`src/rtl/sonar_section_scheduler_if.sv`:
```
// Command-FIFO heads and AXI-Stream output shared between the section scheduler and its environment.
interface sonar_section_scheduler_if #(
  parameter int N_SEC  = 4,
  parameter int DATA_W = 32
);
  localparam int TID_W = $clog2(N_SEC);

  logic [N_SEC-1:0]        sec_valid;
  logic [3*N_SEC-1:0]      sec_op;
  logic [DATA_W*N_SEC-1:0] sec_arg;
  logic [N_SEC-1:0]        sec_ready;
  logic [DATA_W-1:0]       m_axis_tdata;
  logic [TID_W-1:0]        m_axis_tid;
  logic                    m_axis_tvalid;
  logic                    m_axis_tready;

  modport master (
    input  sec_valid, sec_op, sec_arg, m_axis_tready,
    output sec_ready, m_axis_tdata, m_axis_tid, m_axis_tvalid
  );

  modport slave (
    output sec_valid, sec_op, sec_arg, m_axis_tready,
    input  sec_ready, m_axis_tdata, m_axis_tid, m_axis_tvalid
  );
endinterface

```
`src/rtl/sonar_section_scheduler.sv`:
```
// Parallel-section command scheduler with round-robin stream arbitration, flag sync and vector barrier.
// Optional watchdog enabled by defining SONAR_SCHED_TIMEOUT_EN.
module sonar_section_scheduler #(
  parameter int N_SEC          = 4,
  parameter int DATA_W         = 32,
  parameter int FLAG_COUNT     = 8,
  parameter int DELAY_W        = 16,
  parameter int TIMEOUT_CYCLES = 65535
) (
  input  logic                      clk,
  input  logic                      rst,
  input  logic                      start,
  input  logic [N_SEC-1:0]          sec_active,
  sonar_section_scheduler_if.master bus,
  output logic [FLAG_COUNT-1:0]     flags,
  output logic                      vector_done,
  output logic [15:0]               vector_count,
  output logic                      error,
  output logic                      timeout
);
  localparam int TID_W  = $clog2(N_SEC);
  localparam int FLAG_W = $clog2(FLAG_COUNT);

  localparam logic [2:0] OP_DRIVE = 3'd0;
  localparam logic [2:0] OP_FSET  = 3'd1;
  localparam logic [2:0] OP_FCLR  = 3'd2;
  localparam logic [2:0] OP_WAIT  = 3'd3;
  localparam logic [2:0] OP_DELAY = 3'd4;
  localparam logic [2:0] OP_END   = 3'd5;

  typedef enum logic [1:0] {T_IDLE, T_RUN, T_DONE} top_e;
  typedef enum logic [1:0] {S_ACTIVE, S_DELAYING, S_WAITING, S_ENDED} sec_e;

  top_e                  top_q, top_d;
  sec_e                  sec_q   [N_SEC];
  sec_e                  sec_d   [N_SEC];
  logic [DELAY_W-1:0]    dly_q   [N_SEC];
  logic [DELAY_W-1:0]    dly_d   [N_SEC];
  logic [FLAG_W-1:0]     widx_q  [N_SEC];
  logic [FLAG_W-1:0]     widx_d  [N_SEC];
  logic [TID_W-1:0]      rr_q, rr_d;
  logic [FLAG_COUNT-1:0] flags_q, flags_d;
  logic [DATA_W-1:0]     tdata_q, tdata_d;
  logic [TID_W-1:0]      tid_q, tid_d;
  logic                  tvalid_q, tvalid_d;
  logic [15:0]           cnt_q, cnt_d;
  logic                  err_q, err_d;

  logic [2:0]            op  [N_SEC];
  logic [DATA_W-1:0]     arg [N_SEC];
  logic [N_SEC-1:0]      cmd_ok, drv_req, ready;
  logic                  can_load, found, gnt_fire;
  logic [TID_W-1:0]      gnt;
  logic [FLAG_COUNT-1:0] set_m, clr_m;
  logic                  all_ended;

  // Command decode and round-robin grant; a grant only fires when the output register can load.
  always_comb begin
    for (int i = 0; i < N_SEC; i++) begin
      op[i]      = bus.sec_op[3*i +: 3];
      arg[i]     = bus.sec_arg[DATA_W*i +: DATA_W];
      cmd_ok[i]  = (top_q == T_RUN) && (sec_q[i] == S_ACTIVE) && bus.sec_valid[i];
      drv_req[i] = cmd_ok[i] && (op[i] == OP_DRIVE);
    end
    can_load = !tvalid_q || bus.m_axis_tready;
    found    = 1'b0;
    gnt      = '0;
    for (int k = 0; k < N_SEC; k++) begin
      if (!found && drv_req[(int'(rr_q) + k) % N_SEC]) begin
        found = 1'b1;
        gnt   = TID_W'((int'(rr_q) + k) % N_SEC);
      end
    end
    gnt_fire = found && can_load;
    for (int i = 0; i < N_SEC; i++)
      ready[i] = cmd_ok[i] && ((op[i] != OP_DRIVE) || (gnt_fire && (int'(gnt) == i)));
  end

`ifdef SONAR_SCHED_TIMEOUT_EN
  localparam int WD_W = $clog2(TIMEOUT_CYCLES + 1);
  logic [WD_W-1:0] wd_q, wd_d;
  logic            wd_fire, timeout_q, timeout_d;

  always_comb begin
    wd_d    = '0;
    wd_fire = 1'b0;
    if ((top_q == T_RUN) && !(|ready) && !(tvalid_q && bus.m_axis_tready)) begin
      if (wd_q == WD_W'(TIMEOUT_CYCLES - 1)) wd_fire = 1'b1;
      else                                   wd_d    = wd_q + 1'b1;
    end
  end
`endif

  always_comb begin
    top_d     = top_q;
    rr_d      = rr_q;
    tdata_d   = tdata_q;
    tid_d     = tid_q;
    tvalid_d  = tvalid_q;
    cnt_d     = cnt_q;
    err_d     = err_q;
    set_m     = '0;
    clr_m     = '0;
    all_ended = 1'b1;
    for (int i = 0; i < N_SEC; i++) begin
      sec_d[i]  = sec_q[i];
      dly_d[i]  = dly_q[i];
      widx_d[i] = widx_q[i];
      if (sec_q[i] != S_ENDED) all_ended = 1'b0;
      case (sec_q[i])
        S_DELAYING: begin
          if (dly_q[i] <= DELAY_W'(1)) sec_d[i] = S_ACTIVE;
          else                         dly_d[i] = dly_q[i] - 1'b1;
        end
        S_WAITING: if (flags_q[widx_q[i]]) sec_d[i] = S_ACTIVE;
        default: ;
      endcase
      if (ready[i]) begin
        case (op[i])
          OP_DRIVE: ;
          OP_FSET: begin
            if (arg[i] < DATA_W'(FLAG_COUNT)) set_m[arg[i][FLAG_W-1:0]] = 1'b1;
            else                              err_d = 1'b1;
          end
          OP_FCLR: begin
            if (arg[i] < DATA_W'(FLAG_COUNT)) clr_m[arg[i][FLAG_W-1:0]] = 1'b1;
            else                              err_d = 1'b1;
          end
          OP_WAIT: begin
            if (arg[i] < DATA_W'(FLAG_COUNT)) begin
              sec_d[i]  = S_WAITING;
              widx_d[i] = arg[i][FLAG_W-1:0];
            end else begin
              err_d = 1'b1;
            end
          end
          OP_DELAY: begin
            if (arg[i][DELAY_W-1:0] != '0) begin
              sec_d[i] = S_DELAYING;
              dly_d[i] = arg[i][DELAY_W-1:0];
            end
          end
          OP_END:  sec_d[i] = S_ENDED;
          default: err_d = 1'b1;
        endcase
      end
    end
    flags_d = (flags_q & ~clr_m) | set_m;

    if (gnt_fire) begin
      tdata_d  = arg[gnt];
      tid_d    = gnt;
      tvalid_d = 1'b1;
      rr_d     = TID_W'((int'(gnt) + 1) % N_SEC);
    end else if (bus.m_axis_tready) begin
      tvalid_d = 1'b0;
    end

    case (top_q)
      T_IDLE: begin
        if (start) begin
          top_d = T_RUN;
          for (int i = 0; i < N_SEC; i++) sec_d[i] = sec_active[i] ? S_ACTIVE : S_ENDED;
        end
      end
      T_RUN:   if (all_ended && !tvalid_q) top_d = T_DONE;
      T_DONE: begin
        top_d = T_IDLE;
        cnt_d = cnt_q + 16'd1;
      end
      default: top_d = T_IDLE;
    endcase

`ifdef SONAR_SCHED_TIMEOUT_EN
    timeout_d = 1'b0;
    if (wd_fire) begin
      timeout_d = 1'b1;
      err_d     = 1'b1;
      tvalid_d  = 1'b0;
      for (int i = 0; i < N_SEC; i++) sec_d[i] = S_ENDED;
    end
`endif
  end

  always_ff @(posedge clk or posedge rst) begin
    if (rst) begin
      top_q    <= T_IDLE;
      rr_q     <= '0;
      flags_q  <= '0;
      tdata_q  <= '0;
      tid_q    <= '0;
      tvalid_q <= 1'b0;
      cnt_q    <= '0;
      err_q    <= 1'b0;
      for (int i = 0; i < N_SEC; i++) begin
        sec_q[i]  <= S_ENDED;
        dly_q[i]  <= '0;
        widx_q[i] <= '0;
      end
    end else begin
      top_q    <= top_d;
      rr_q     <= rr_d;
      flags_q  <= flags_d;
      tdata_q  <= tdata_d;
      tid_q    <= tid_d;
      tvalid_q <= tvalid_d;
      cnt_q    <= cnt_d;
      err_q    <= err_d;
      for (int i = 0; i < N_SEC; i++) begin
        sec_q[i]  <= sec_d[i];
        dly_q[i]  <= dly_d[i];
        widx_q[i] <= widx_d[i];
      end
    end
  end

`ifdef SONAR_SCHED_TIMEOUT_EN
  always_ff @(posedge clk or posedge rst) begin
    if (rst) begin
      wd_q      <= '0;
      timeout_q <= 1'b0;
    end else begin
      wd_q      <= wd_d;
      timeout_q <= timeout_d;
    end
  end
  assign timeout = timeout_q;
`else
  // Watchdog not built; the comparison is constant false for any legal limit.
  assign timeout = (TIMEOUT_CYCLES < 0);
`endif

  assign bus.sec_ready     = ready;
  assign bus.m_axis_tdata  = tdata_q;
  assign bus.m_axis_tid    = tid_q;
  assign bus.m_axis_tvalid = tvalid_q;
  assign flags             = flags_q;
  assign vector_done       = (top_q == T_DONE);
  assign vector_count      = cnt_q;
  assign error             = err_q;
endmodule

```
`src/flat_wrapper.sv`:
```
// flat-port wrapper written by rule: the top's interface ports become plain ports
module sonar_section_scheduler_flat 
#(
  parameter int N_SEC          = 4,
  parameter int DATA_W         = 32,
  parameter int FLAG_COUNT     = 8,
  parameter int DELAY_W        = 16,
  parameter int TIMEOUT_CYCLES = 65535
)
  (clk, rst, start, sec_active, flags, vector_done, vector_count, error, timeout, bus_sec_valid, bus_sec_op, bus_sec_arg, bus_m_axis_tready, bus_sec_ready, bus_m_axis_tdata, bus_m_axis_tid, bus_m_axis_tvalid);
  sonar_section_scheduler_if #(.N_SEC(N_SEC), .DATA_W(DATA_W)) bus_i ();
  input  logic clk;
  input  logic rst;
  input  logic start;
  input  logic [N_SEC-1:0] sec_active;
  output logic [FLAG_COUNT-1:0] flags;
  output logic vector_done;
  output logic [15:0] vector_count;
  output logic error;
  output logic timeout;
  input wire logic [$bits(bus_i.sec_valid)-1:0] bus_sec_valid;
  input wire logic [$bits(bus_i.sec_op)-1:0] bus_sec_op;
  input wire logic [$bits(bus_i.sec_arg)-1:0] bus_sec_arg;
  input wire logic [$bits(bus_i.m_axis_tready)-1:0] bus_m_axis_tready;
  output wire logic [$bits(bus_i.sec_ready)-1:0] bus_sec_ready;
  output wire logic [$bits(bus_i.m_axis_tdata)-1:0] bus_m_axis_tdata;
  output wire logic [$bits(bus_i.m_axis_tid)-1:0] bus_m_axis_tid;
  output wire logic [$bits(bus_i.m_axis_tvalid)-1:0] bus_m_axis_tvalid;
  assign bus_i.sec_valid = bus_sec_valid;
  assign bus_i.sec_op = bus_sec_op;
  assign bus_i.sec_arg = bus_sec_arg;
  assign bus_i.m_axis_tready = bus_m_axis_tready;
  assign bus_sec_ready = bus_i.sec_ready;
  assign bus_m_axis_tdata = bus_i.m_axis_tdata;
  assign bus_m_axis_tid = bus_i.m_axis_tid;
  assign bus_m_axis_tvalid = bus_i.m_axis_tvalid;
  sonar_section_scheduler #(.N_SEC(N_SEC), .DATA_W(DATA_W), .FLAG_COUNT(FLAG_COUNT), .DELAY_W(DELAY_W), .TIMEOUT_CYCLES(TIMEOUT_CYCLES)) u_core (.clk(clk), .rst(rst), .start(start), .sec_active(sec_active), .bus(bus_i), .flags(flags), .vector_done(vector_done), .vector_count(vector_count), .error(error), .timeout(timeout));
endmodule
```
`config.mk`:
```
export PLATFORM = sky130hd
export DESIGN_NAME = sonar_section_scheduler_flat
export DESIGN_NICKNAME = d
export VERILOG_FILES = /design/src/rtl/sonar_section_scheduler_if.sv /design/src/rtl/sonar_section_scheduler.sv /design/src/flat_wrapper.sv
export SDC_FILE = /design/constraint.sdc
export NUM_CORES = 1
export LEC_CHECK = 0
export CAP_MARGIN = 5
export CORE_ASPECT_RATIO = 1.25
export CORE_MARGIN = 2
export CORE_UTILIZATION = 47
export CTS_CLUSTER_DIAMETER = 150
export DETAILED_ROUTE_END_ITERATION = 10
export PLACE_DENSITY_LB_ADDON = 0.12
export SYNTH_ARGS = -nofsm -noshare
export SYNTH_HDL_FRONTEND = slang
export SYNTH_SLANG_ARGS = --single-unit
```
`constraint.sdc`:
```
create_clock -name clk -period 5.29 [get_ports clk]
set_input_delay 1.3225 -clock clk [delete_from_list [all_inputs] [get_ports clk]]
set_output_delay 1.3225 -clock clk [all_outputs]
set_load 0.02 [all_outputs]
```
==> summary.txt <==
Logic synthesis
  – Synthesized flop and latch total: 148
  – Post-Syn Nets: 1228
  – Dominant synthesized flop cell: dfrtp_1
  – Number of synthesized flops with an enable pin: 0
  – Distinct cells, synth: 79
  – Syn avg cell area: 9.46 sq um
  – Sequential fraction of the synthesis area: 0.375
  – Netlist Area Pre-Place: 9910 sq um
  – Synthesized instance count: 1047
  – Yosys warning total: 0
  – Synth async-reset ratio: 1.00

Die
  – # IOs: 218
  – Chip width: 134 microns
  – Die H: 166 microns
  – Die area: 22300 sq um
  – Placeable Area: 20700 sq um
  – Effective utilization at floorplan: 0.478
  – Cell Rows: 59

GRT
  – Gr ovfl total: 0
  – Largest net degree at the start of global routing: 87
  – Vias in the first global route: 9715
  – Antenna violations before repair: 0
  – GR Util All Layers: 0.330
  – First-pass GRT wire length: 56.6 mm

Power
  – Power, Total: 4.74 mW
  – Leak pwr: 4.99 nW
  – Peak supply drop: 0.000254 V
  – Pwr dens: 362 nW/um^2

Finish
  – Share of layout cells above drive strength 1: 0.119
  – Fillers: 1780
  – Commonest non-fill, non-tap cell in the layout: clkdlybuf4s50_1
  – Diodes inserted: 0
  – Most frequent cells in the layout: clkdlybuf4s50_1 (213), dfrtp_1 (140), nor2_1 (93)
  – Util after Layout: 0.631
  – Layout Area Growth over Synthesis: 32.1%
  – Nets: 1456

Run
  – MaxCap Viol Count: 0

Timing
  – Worst slew pin tran: 0.874 ns
  – Final hold vios: 0
  – Tcrit/Tclk final: 0.989
  – Hold WS: 0.487 ns
  – RSZ-0062 raised after global routing: no
  – Headroom to the max-slew limit: 0.412
  – Clock skew: 0.0124 ns
  – Setup-failing EPs final: 0
  – Fin. max-slew vios: 0
  – Minimum clock period: 5.23 ns
  – Fmax achieved: 191 MHz
  – Setup_tns: 0 ns
  – Setup ws final: 0.0570 ns

Critical path
  – Max Fanout on Critical Path: 5
  – Worst Setup End Kind: output pin
  – WP data required: 3.97 ns
  – Startpoint types: primary input
  – Critical path class: primary input to output pin
  – WP data arrival: 3.91 ns

Clock network
  – Max clock buf depth: 2
  – Hold_buf cts: 0
  – CTS sink cnt: 148
  – Clock latency on the worst-skew pair: 0.44 ns
  – CTS Root Cell: clkbuf_16
  – H-tree depth: 4
  – CTS clk-pin slew, worst paths: 0.07 ns
  – Cts bufs inserted: 17
  – CTS tree: yes
  – Postcts setup bufs: 0

Worst hold path
  – Worst hold-check path type: flop to flop

Route
  – Vias/cell: 6.20
  – DRT Wirelength: 36.4 mm
  – DRC errors left: 0
  – First-pass iteration count of the detailed router: 5
  – Vias post-DR: 9685
  – 1st-iter DRT viols: 997
  – Antenna Nets Post-Route: 0
  – Avg WL per Cell: 23.3 microns

Place
  – Final HPWL DP: 28.1 mm
  – GP Congestion: 0.948
  – Setup WS pre-CTS: -0.0534 ns
  – IO Port Bufs: 216

Run status
  – Status: complete, no violations
[synth_stat cells (15+ instances only)]
cell type | count | area [sq um]
o221ai_1 | 17 | 149
a22o_1 | 15 | 131
nor2_1 | 93 | 349
a21boi_0 | 15 | 113
nand4_1 | 38 | 238
nand3_1 | 18 | 90.1
mux2i_1 | 37 | 370
a21oi_1 | 56 | 280
o31ai_1 | 17 | 128
inv_1 | 29 | 109
or3_1 | 17 | 106
nand2_1 | 71 | 267
xor2_1 | 26 | 228
mux2_2 | 24 | 270
xnor2_1 | 46 | 403
ha_1 | 29 | 363
dfrtp_1 | 140 | 3500
o21ai_0 | 22 | 110
clkbuf_1 | 32 | 120
nor4_1 | 42 | 263
nor3_1 | 38 | 190
[cells by family (layout without fill, tap and decap cells)]
group,count (synthesis),after routing,synth area share
and+or+nand+nor,417,417,0.231
adders and majority gates,29,29,0.0366
muxes,74,74,0.0904
AOI/OAI and AO/OA,226,226,0.167
other,1,1,0.000378
DFF,148,148,0.375
buffers and inverters,80,321,0.0365
xor gates and xnor gates,72,72,0.0636
[worst max-delay path, cell delays in order]
cell and delay, ns:
clkdlybuf4s50_1 0.53, or3_4 0.47, o22ai_2 0.20, and4b_1 0.24, nor2_1 0.07, buf_4 0.14, ha_1 0.19, a21oi_1 0.13
nor2_1 0.07, clkdlybuf4s50_1 0.54
[final cells by class]
type | count | area [sq um] | share of cell area
Multi-Input combinational cell | 819 | 5850 | 0.447
Clock inverter | 15 | 141 | 0.0108
Tap cell | 274 | 343 | 0.0262
Sequential cell | 148 | 3710 | 0.284
Clock buffer | 17 | 425 | 0.0325
Timing Repair Buffer | 258 | 2490 | 0.190
Inverter | 31 | 126 | 0.00965
[power breakdown]
part	internal [mW]	switching (mW)
Clock	0.620	0.572
Combinational	0.852	0.909
Sequential	1.47	0.314
Total	2.95	1.79
[layer usage]
| layer | part of all wire | vias to the layer above | global-route usage |
|---|---|---|---|
| li1 | - | 4443 | - |
| met3 | 0.065 | 77 | 0.0473 |
| met4 | 0.038 | 0 | 0.130 |
| met5 | 0 | - | 0 |
| met2 | 0.49 | 446 | 0.550 |
| met1 | 0.41 | 4719 | 0.434 |
[state kept, by name, summed over array words and instances (netlist names)]
signal,cells
u_core.bus.m_axis_tvalid,1
u_core.top_q,2
u_core.bus.m_axis_tid,2
u_core.flags,8
u_core.rr_q,2
u_core.dly_q,64
u_core.widx_q,12
u_core.vector_count,16
u_core.bus.m_axis_tdata,32
u_core.error,1
u_core.sec_q,8
[final timing paths]
check                                                    start                                       to  slack, ns  depth (start not counted)
max reg2reg                          u_core.sec_q[0]$_DFF_PP1_  u_core.bus.m_axis_tdata[31]$_DFFE_PP0P_       1.79                         10
min reg2reg                u_core.vector_count[15]$_DFFE_PP0P_      u_core.vector_count[15]$_DFFE_PP0P_       0.49                          1
min in group asynchronous                                  rst               u_core.dly_q[27]$_DFF_PP0_       1.42                          2
max in group asynchronous                                  rst                u_core.sec_q[4]$_DFF_PP1_       2.96                          3
min                        u_core.vector_count[15]$_DFFE_PP0P_      u_core.vector_count[15]$_DFFE_PP0P_       0.49                          1
max                                              bus_sec_op[5]                         bus_sec_ready[2]       0.06                         10
[what timing repair did]
item | 4_1_cts | 5_1_grt
endpoints found under the setup margin | 3 | 2
gates resized for setup | 3 | 4
pin swaps | 0 | 0
[stage by stage]
step                cell area (sq um)  std cells
floorplan                        9910       1047
global placement                12500       1530
detailed placement              12500       1530
CTS                             13100       1562
global route                    13100       1562
finish                          13100       1562
No activity file was read; power rests on OpenSTA's default activity.
==> RTL edit (same settings) <==
The option `SONAR_SCHED_TIMEOUT_EN` is turned on by a define.
--- a/src/rtl/sonar_section_scheduler.sv
+++ b/src/rtl/sonar_section_scheduler.sv
@@ -1,5 +1,7 @@
 // Parallel-section command scheduler with round-robin stream arbitration, flag sync and vector barrier.
 // Optional watchdog enabled by defining SONAR_SCHED_TIMEOUT_EN.
+`define SONAR_SCHED_TIMEOUT_EN
+
 module sonar_section_scheduler #(
   parameter int N_SEC          = 4,
   parameter int DATA_W         = 32,
Function: not settled (the Yosys comparison gave no result); the edit may change what the design does.
==> RTL edit against the unedited design <==
Critical endpoint is now bus_sec_ready[0]. Worst setup slack improved by 110 ps. Critical path type unchanged. Largest cell class unchanged. Register-to-register slack better by 80 ps. Utilization fell by 0.96 points. Area after synthesis is 10% higher. Highest routed layer unchanged. Critical path depth grew 1. Sequential cell count increased by 17. Routed wire length grew 7.3%. Design area increased by 8.6%. Combinational power grew 16%. Total power rose by 14%.
==> RTL edit: results (changes against the unedited design) <==
Outcome: finished, final reports clean
Wire length after detailed routing: 39100 µm (+7.3%)
Routing usage on met2: 53.3% (-1.7 points)
Detailed route wirelength on metal3: 2470 µm (+3.9%)
Max-slew headroom: 27.8% (-13 points)
Comb_multi_in: 954 (+16%)
Commonest cells in the netlist: dfrtp_1 (157), nor2_1 (124), nand2_1 (92), a21oi_1 (65), o21ai_0 (48)
Max Clock Skew: 16.8 ps (+4.45 ps)
Ranking of synthesized cells by area: dfrtp_1 (36%), nor2_1 (4.3%), ha_1 (3.5%), xnor2_1 (3.4%), mux2i_1 (3.2%)
Wire length on met2: 19000 µm (+6.6%)
Vias in the first global route: 10300 (+5.7%)
DP Worst Slack: -253 ps (-199 ps)
Cells on worst reg2reg path: 12 (+2)
Non-Clock Buffer Count: 265 (+2.7%)
Iteration-0 DRC Markers: 872 (-13%)
Synthesized instance count: 1219 (+16%)
CTS H-Tree Depth: 4 (unchanged)
Antenna violations before repair: 1 (+1)
Routed wire per std cell: 22.4 µm (-4.1%)
Number of nets in the layout: 1630 (+12%)
Fraction of final layout cells sized beyond drive strength 1: 10.4% (-1.5 points)
Fraction of area in registers: 29.1% (+0.74 points)
Clk Tree Root Cell: clkbuf_16
Area of all placed cells without fillers: 0.0142 mm² (+8.6%)
Post-DP HPWL: 29000 µm (+3.1%)
Worst min path class: reg -> reg
Met3 capacity usage during global routing: 4.38% (-0.35 points)
Number of cells in the design after placement: 1716 (+12%)
Maximum cell stage delay along the critical path: 550 ps
Met1 GRT Util: 42.3% (-1.0 points)
Syn_nets: 1402 (+14%)
Static leakage: 5.58 nW (+12%)
IO Port Bufs: 217 (+0.46%)
Final Wtd Congestion: 0.955 (+0.82%)
Gates resized, CTS repair: 6 (+3)
GRT Total Usage: 31.8% (-1.3 points)
Final worst path period share: 96.8% (-2.1 points)
Flip-flop and latch count after synthesis: 165 (+11%)
Met1 wire length: 16200 µm (+9.6%)
Post-Synthesis Mean Instance Area: 8.97 µm² (-5.3%)
Sequential-to-total area share from yosys stat: 37.9% (+0.40 points)
Logic inverters: 44 (+42%)
DR vias: 10600 (+9.8%)
Non-clock buffer share: 17.9% (-1.2 points)
Wire length of the first global-routing pass: 59600 µm (+5.3%)
Multi-input logic portion of the cell area: 45.0% (+0.32 points)
Largest voltage drop on the vdd net: 0.000248 V (-2.0%)
Arrival time worst endpoint: 3800 ps (-110 ps)
==> RTL edit: per-stage QoR <==
| step | setup TNS (ps) | power (W) |
|---|---|---|
| 3_5_place_dp | -518 | 0.00409 |
| 2_1_floorplan | 0 | 0.00325 |
| 4_1_cts | 0 | 0.00540 |
| 6_report | 0 | 0.00540 |
| 3_3_place_gp | -332 | 0.00404 |
| 5_1_grt | 0 | 0.00571 |
==> RTL edit: cell families after synthesis <==
family	Yosys count	synth area share, %
AND/OR/NAND/NOR	512	24.8
flip-flops	165	37.9
buffers and inverters	100	3.72
adder cells (fa/ha/maj)	31	3.55
AO/OA/AOI/OAI	273	17.3
multiplexers	55	6.09
XOR/XNOR	83	6.65
==> RTL edit: power by group through the flow <==
stage          logic [W]  clock network, W  registers, W
4_1_cts          0.00204           0.00132       0.00204
3_5_place_dp     0.00204                 0       0.00206
5_1_grt          0.00224           0.00137       0.00210
3_3_place_gp     0.00200                 0       0.00204
2_1_floorplan    0.00113                 0       0.00212
6_report         0.00205           0.00131       0.00205
==> RTL edit: final timing paths <==
path / start / end / slack [ps]
setup reg to reg: u_core.sec_q[4]$_DFF_PP1_ / u_core.sec_q[5]$_DFF_PP1_ / 1870
min in group asynchronous: rst / u_core.bus.m_axis_tdata[14]$_DFFE_PP0P_ / 1450
hold reg to reg: u_core.vector_count[15]$_DFFE_PP0P_ / u_core.vector_count[15]$_DFFE_PP0P_ / 470
max in group asynchronous: rst / u_core.flags[5]$_DFF_PP0_ / 3100
hold / removal: u_core.vector_count[15]$_DFFE_PP0P_ / u_core.vector_count[15]$_DFFE_PP0P_ / 470
setup / recovery: bus_sec_op[4] / bus_sec_ready[0] / 170
